==> config.mk <==
export PLATFORM = sky130hd
export DESIGN_NAME = mode_sequencer
export DESIGN_NICKNAME = d
export VERILOG_FILES = /design/src/rtl/mode_sequencer.sv
export SDC_FILE = /design/constraint.sdc
export NUM_CORES = 1
export LEC_CHECK = 0
export CAP_MARGIN = 0
export CORE_ASPECT_RATIO = 0.6
export CORE_UTILIZATION = 45
export DETAILED_ROUTE_END_ITERATION = 6
export PLACE_DENSITY = 0.81
export SLEW_MARGIN = 10
export SYNTH_ARGS = -nofsm -noshare
export SYNTH_HDL_FRONTEND = slang
export SYNTH_SLANG_ARGS = --single-unit
==> constraint.sdc <==
create_clock -name clk -period 1.9 [get_ports clk]
set_input_delay 0.285 -clock clk [delete_from_list [all_inputs] [get_ports clk]]
set_output_delay 0.285 -clock clk [all_outputs]
set_load 0.03 [all_outputs]
==> src/rtl/mode_sequencer.sv <==
// ============================================================================
// Module   : mode_sequencer
// Purpose  : Chooses the active LED pattern mode, either tracking the manual
//            request or cycling automatically on divider ticks.
// Revision : 1.0  initial release
// ============================================================================
`default_nettype none

module mode_sequencer #(
   parameter int DWELL_W = 8
) (
   input  logic               clk,
   input  logic               reset,
   input  logic               tick,
   input  logic               auto_en,
   input  logic [1:0]         manual_mode,
   input  logic [DWELL_W-1:0] dwell,
   input  logic               hold,
   output logic [1:0]         mode_sel,
   output logic [3:0]         mode_onehot,
   output logic               mode_restart,
   output logic [DWELL_W-1:0] dwell_left,
   output logic               running
);

   localparam logic [1:0] S_MANUAL = 2'd0;
   localparam logic [1:0] S_AUTO   = 2'd1;
   localparam logic [1:0] S_PAUSE  = 2'd2;

   logic [1:0]         r_state;
   logic [1:0]         r_mode_sel;
   logic [3:0]         r_mode_onehot;
   logic               r_mode_restart;
   logic [DWELL_W-1:0] r_dwell_left;
   logic               r_running;

   logic [1:0]         w_state_nxt;
   logic [1:0]         w_mode_nxt;
   logic               w_restart_nxt;
   logic [DWELL_W-1:0] w_left_nxt;
   logic [DWELL_W-1:0] w_eff;
   logic               w_last_tick;

   // A programmed dwell of zero would never expire, so it runs as one tick.
   assign w_eff       = (dwell == '0) ? DWELL_W'(1) : dwell;
   assign w_last_tick = (r_dwell_left == '0) || (r_dwell_left == DWELL_W'(1));

   always_comb begin
      w_state_nxt   = r_state;
      w_mode_nxt    = r_mode_sel;
      w_restart_nxt = 1'b0;
      w_left_nxt    = r_dwell_left;
      case (r_state)
         S_MANUAL: begin
            w_left_nxt = '0;
            if (auto_en) begin
               w_state_nxt = S_AUTO;
               w_left_nxt  = w_eff;
            end else if (manual_mode != r_mode_sel) begin
               w_mode_nxt    = manual_mode;
               w_restart_nxt = 1'b1;
            end
         end
         S_AUTO: begin
            if (!auto_en) begin
               w_state_nxt = S_MANUAL;
               w_left_nxt  = '0;
            end else if (hold) begin
               w_state_nxt = S_PAUSE;
            end else if (tick) begin
               if (w_last_tick) begin
                  w_mode_nxt    = r_mode_sel + 2'd1;
                  w_left_nxt    = w_eff;
                  w_restart_nxt = 1'b1;
               end else begin
                  w_left_nxt = r_dwell_left - DWELL_W'(1);
               end
            end
         end
         S_PAUSE: begin
            if (!auto_en) begin
               w_state_nxt = S_MANUAL;
               w_left_nxt  = '0;
            end else if (!hold) begin
               w_state_nxt = S_AUTO;
            end
         end
         default: begin
            w_state_nxt = S_MANUAL;
            w_left_nxt  = '0;
         end
      endcase
   end

   // Every output is a flop fed from next-state values, so none of them
   // has a combinational path from the inputs.
   always_ff @(posedge clk or posedge reset) begin
      if (reset) begin
         r_state        <= S_MANUAL;
         r_mode_sel     <= 2'd0;
         r_mode_onehot  <= 4'b0001;
         r_mode_restart <= 1'b0;
         r_dwell_left   <= '0;
         r_running      <= 1'b0;
      end else begin
         r_state        <= w_state_nxt;
         r_mode_sel     <= w_mode_nxt;
         r_mode_onehot  <= 4'b0001 << w_mode_nxt;
         r_mode_restart <= w_restart_nxt;
         r_dwell_left   <= w_left_nxt;
         r_running      <= (w_state_nxt == S_AUTO);
      end
   end

   assign mode_sel     = r_mode_sel;
   assign mode_onehot  = r_mode_onehot;
   assign mode_restart = r_mode_restart;
   assign dwell_left   = r_dwell_left;
   assign running      = r_running;

endmodule

`default_nettype wire

== Word level (Yosys, flattened, before mapping) ==
Index checks and enable logic that the tools add are counted.

* Flip-flop bits (word level): 18
* Input port bits: 15
* Word-level logic and storage cells: 50

* Add/subtract/negate cells: 2
* Equal/unequal tests: 8
* Shift operators: 1
* Multiplexer cells: 28
* Reduce and logical (&&, ||, !) cells: 5

{| class="wikitable"
|+ Operator list
! operator !! number
|-
| 8-bit 2-to-1 mux || 7
|-
| 8-bit case mux with 3 select lines || 1
|-
| 2-bit 2-to-1 mux || 11
|-
| 8-bit zero test || 2
|-
| 8-bit by 1-bit equality test with 1-bit output, second input constant || 1
|-
| 8-bit by 1-bit subtractor with 8-bit output, second input constant || 1
|-
| 1-bit 2-to-1 mux || 6
|-
| 3-bit inequality test, second input constant || 2
|-
| 2-bit case mux with 3 select lines || 1
|-
| 2-bit by 1-bit equality test with 1-bit output, second input constant || 2
|-
| 2-bit case mux with 2 select lines || 1
|-
| 1-bit by 2-bit << shifter with 4-bit output, first input constant || 1
|-
| 3-bit AND reduction || 1
|-
| 2-bit by 1-bit adder with 2-bit output, second input constant || 1
|-
| 2-bit equality test, second input constant || 1
|-
| 2-bit zero test || 1
|-
| 2-bit inequality test || 1
|-
| 2-bit inequality test, second input constant || 1
|-
| 1-bit case mux with 2 select lines || 1
|-
| 1-bit logical OR || 1
|}

== Longest topological paths before layout ==
* Depth in word-level cells: 8
* Mapped depth: 7
* Gate-level depth less buffers: 7

== Worst setup path after synthesis ==
Ideal clock, no wire load.

* Path kind: register to register
* Start: reg r_dwell_left[0] (netlist: dwell_left[0])
* End: reg r_dwell_left[6] (netlist: dwell_left[6])
* Setup time: 0.064 ns
* Arrival: 2.073 ns
* Setup slack: -0.237 ns
* Stages on the path, launching flop included: 8
* Path through: dfrtp_1 inv_1 ha_1 or2_2 and3_4 or3_2 mux2i_1 a21o_1

* Cells in the longest elaborated chain, start to end: 7
* Elaborated cells between the ends (all ways): 9
* Classes of those cells: add/sub (1); eq/ne (1); mux (5); reduce/logical (2)

{| class="wikitable"
|+ Ends and longest elaborated chain
! item !! line !! source
|-
| start: declaration || 34 || <nowiki>logic [DWELL_W-1:0] r_dwell_left;</nowiki>
|-
| start signal: assignment || 110 || <nowiki>r_dwell_left <= w_left_nxt;</nowiki>
|-
| branches (longest 2 deep; another with 8-bit by 1-bit subtractor with 8-bit output) || - ||
|-
| 8-bit 2-to-1 mux * || 71 || <nowiki>if (w_last_tick) begin</nowiki>
|-
| 8-bit 2-to-1 mux * || 70 || <nowiki>end else if (tick) begin</nowiki>
|-
| 8-bit 2-to-1 mux * || 68 || <nowiki>end else if (hold) begin</nowiki>
|-
| 8-bit 2-to-1 mux * || 65 || <nowiki>if (!auto_en) begin</nowiki>
|-
| 8-bit case mux with 3 select lines * || 53 || <nowiki>case (r_state)</nowiki>
|}

Every way passes the cells marked *. The select of a mux whose other input is x is not followed.
A chain may end at the register's enable or synchronous reset.

== Worst setup path in the final report ==
Ends and elaborated chain as after synthesis.

==> run summary <==
On the critical path, the stage with the largest delay is an instance of sky130_fd_sc_hd__or3_2. The routed length on met2 is 1720 µm. The CTS buffer count came out at 3.

The total via count in the routed design is 1470. Sorting the synthesized cells by area gives the leading types as sky130_fd_sc_hd__dfrtp_1 (30%), sky130_fd_sc_hd__clkbuf_8 (3.9%), sky130_fd_sc_hd__nor2_1 (3.5%), sky130_fd_sc_hd__a21oi_1 (2.9%), sky130_fd_sc_hd__mux2i_1 (2.9%). The maximum count of clock buffers along a single path is 2.

When the netlist entered floorplanning its net count stood at 173. The maximum single-stage delay on the critical path came out at about 0.46 ns. The area of the core came out at between 0.002 and 0.003 mm². The minimum setup slack after placement is between 0.02 and 0.03 ns.

The signal on the critical path passes through inv_2 > ha_2 > or2_4 > and3_4 > or3_2 > mux2i_1 > a21o_1. The signed area change from the synthesized netlist to the final layout is 37.2%. The via count of the first global-routing pass is 1276. The count of nets after finishing came out at approximately 220. The share of the synthesized area in the top cell type came out at between 30% and 40%. The cell taking the most area after synthesis is sky130_fd_sc_hd__dfrtp_1. Together, buffers and inverters on the worst path number 1. After detailed routing, no signal wire sits above met4. The worst relative slew slack is between 70 and 80%. The clock root buffer master is sky130_fd_sc_hd__clkbuf_8. The register cell area after layout is 457 µm². The number of hold-slack violations in the final timing report is 0.

Sorting the synthesized cells by how often they occur yields sky130_fd_sc_hd__dfrtp_1 (17), sky130_fd_sc_hd__nor2_1 (13), sky130_fd_sc_hd__inv_1 (9). At the worst endpoint, the required time is between 2 and 2.5 ns. In the global route stage, overall resource usage came out at 24.7%. The overall power came out at between 0.0015 and 0.002 W. The post-cts hold buffer count came out at 0.

The total of max-cap violations is 0. The floorplan has 15 rows. The most used flip-flop cell after synthesis is sky130_fd_sc_hd__dfrtp_1. The highest clock frequency the design can meet is around 540 MHz. After detailed routing, the number of remaining DRC violations is 0. Summed over all nets, the half-perimeter wirelength after detailed placement is a little under 3000 µm.

The ratio of routed vias to standard cells came out at 5.98. The largest net degree at the start of global routing came out at 19. The maximum resistive drop on vdd came out at about 530 µV. The run finished with clean final reports. Synthesis inferred 18 register bits. The number of standard cells after synthesis came out at approximately 160. The clock skew came out at approximately 0.0013 ns. The path class of the tightest hold or removal check is in2async. The leakage power figure came out at slightly above 0.8 nW. In the final routing, the length of wire on met1 measures 1870 µm. The start point of the critical path is dwell_left[0]. The most frequent cell after synthesis is sky130_fd_sc_hd__dfrtp_1.

The smallest setup slack after layout is between 0.03 and 0.04 ns. The die boundary width came out at approximately 74 µm. The gate family responsible for the most delay along the worst path is simple AND/OR/NAND/NOR gates. The die covers 0.00334 mm².

The count of flip-flops with a built-in enable after synthesis came out at 0. The number of levels the H-tree was split into is 1. The area used by multi-input combinational logic came out at around 850 µm². The number of setup violations in the final report is 0. The starting density of the core is between 40% and 50%. The setup path with the least slack is of type reg2reg. The mean instance size in the synthesized netlist is ~9.0 µm².

At the pin with the least slew margin, the transition time is about 0.42 ns. For this design the ratio of total power to cell area is approximately 850 mW/mm². Sequential elements use 32.3% of the synthesized area. The DRC marker count from the first detailed-route iteration came out at about 140. Along the worst path, the maximum fanout reaches 5.

The critical path arrival came out at slightly above 2 ns. The number of port buffers came out at 30. The fraction of the cycle the final worst path needs is between 90% and 100%. The post-synthesis async set-or-reset flop share is between 90% and 100%. The synthesized netlist contains 55 unique library cells. The type of element capturing the critical path is a register. The mapped netlist covers 0.00140 mm². After clock tree synthesis, the clock-pin slew on the worst setup and hold paths is approximately 0.070 ns. The final global-route overflow total came out at 0. The final weighted congestion in routability-driven placement came out at 0.943. The max-slew violation count came out at 0. The number of nets with antenna violations after routing is 0. The antenna diode instance count is 0. The number of sinks on the clock net is 18. The initial antenna violation count came out at 0. The source-to-sink clock delay at the later pin of the worst-skew pair came out at between 0.2 and 0.3 ns.

The routed design has roughly 4000 µm of wire. The fraction of layout cells with a size suffix above 1 is between 20% and 30%. The detailed-route wire length per cell came out at 16.3 µm. The count of synthesis-stage warnings from yosys is 0. The startpoint type of the worst setup path is a register. TritonCTS built the clock tree. The first global-routing pass estimated slightly above 6000 µm of wire. During I/O placement, the number of pins put on the boundary was 31. The die boundary height came out at roughly 45 µm.

The met3 wirelength from detailed routing came out at about 350 µm. The count of filler cells inserted in the layout is 219. The worst register-to-register path begins at dwell_left[0]. The length of the first detailed-routing pass in iterations is 5.

The smallest clock period supported by the final layout is computed as roughly 1.9 ns.
[sequential cells by signal, summed over array words and instances (netlist names)]
name and count:
r_state 2, mode_sel 2, running 1, dwell_left 8
mode_onehot 4, mode_restart 1
[per-stage QoR]
step	hold WS (ns)	TNS [ns]	instances	util, %	instance area [µm²]
2_1_floorplan	0.223	0	156	-	1410
3_3_place_gp	0.611	0	238	62.5	1820
3_5_place_dp	0.622	0	238	62.5	1820
4_1_cts	0.348	0	244	64.9	1890
5_1_grt	0.371	-0.0805	246	65.9	1920
6_report	0.343	0	246	65.9	1920
[worst register-to-register path: cells and delay by family (launching register included)]
kind | cells | cell delay [ns]
AO/OA/AOI/OAI | 1 | 0.10
buffers and inverters | 1 | 0.05
multiplexers | 1 | 0.15
AND/OR/NAND/NOR | 3 | 0.90
flip-flops | 1 | 0.39
adder cells (fa/ha/maj) | 1 | 0.21
[power breakdown]
part           internal (W)  switching [W]  total (W)  leakage (nW)
Clock              0.000184       0.000135   0.000320        0.0288
Sequential         0.000448      0.0000581   0.000506         0.225
Combinational      0.000366       0.000444   0.000811         0.555
[cell type report]
type,count,area share (%)
Inverter,9,1.76
Tap cell,42,2.74
Sequential cell,18,23.8
Clock buffer,4,2.87
Multi-Input combinational cell,120,44.2
Timing Repair Buffer,53,24.7
[layer usage]
| metal | GRT usage (%) | up-vias |
|---|---|---|
| met3 | 7.59 | 14 |
| met2 | 35.6 | 86 |
| met1 | 35.4 | 698 |
| met5 | 0 | - |
| met4 | 7.31 | 0 |
| li1 | - | 672 |
[what timing repair did]
| item | 4_1_cts | 5_1_grt |
|---|---|---|
| setup buffers | 2 | 2 |
| pin swaps | 0 | 4 |
| resized for setup | 0 | 4 |
| endpoints found under the setup margin | 1 | 9 |
[kinds of logic after synthesis]
| group | share of synthesized area, % |
|---|---|
| AOI/OAI and AO/OA | 25.0 |
| buffers and inverters | 8.33 |
| DFF | 32.3 |
| xor gates and xnor gates | 3.13 |
| adders and majority gates | 1.79 |
| and+or+nand+nor | 25.8 |
| muxes | 3.67 |
[path summary, 6_finish.rpt]
check	end	slack [ns]	cells past startpoint
min in group clk	dwell_left[2]	0.65	2
max reg2reg	dwell_left[6]	0.04	7
max in group asynchronous	mode_onehot[0]	1.30	3
max	dwell_left[6]	0.04	7
min	mode_onehot[2]	0.34	3
min reg2reg	dwell_left[2]	0.65	2
[cells in the final DEF (no fill, tap or decap), types with 3 or more instances in the layout]
cell type,netlist,final
sky130_fd_sc_hd__buf_4,0,23
sky130_fd_sc_hd__o21ai_0,8,8
sky130_fd_sc_hd__nor3_1,4,4
sky130_fd_sc_hd__clkbuf_8,4,4
sky130_fd_sc_hd__mux2i_1,4,4
sky130_fd_sc_hd__inv_1,9,7
sky130_fd_sc_hd__dfrtp_2,0,4
sky130_fd_sc_hd__nand2b_1,4,4
sky130_fd_sc_hd__xnor2_1,3,3
sky130_fd_sc_hd__a21oi_1,8,8
sky130_fd_sc_hd__a32oi_1,3,3
sky130_fd_sc_hd__nor4_1,3,3
sky130_fd_sc_hd__nor2_1,13,13
sky130_fd_sc_hd__nand2_1,8,8
sky130_fd_sc_hd__o21a_1,3,3
sky130_fd_sc_hd__clkdlybuf4s50_1,0,30
sky130_fd_sc_hd__a31oi_1,6,6
sky130_fd_sc_hd__nand3_1,4,4
sky130_fd_sc_hd__dfrtp_1,17,13
sky130_fd_sc_hd__a21o_1,3,3
(Power assumes the default switching activity.)
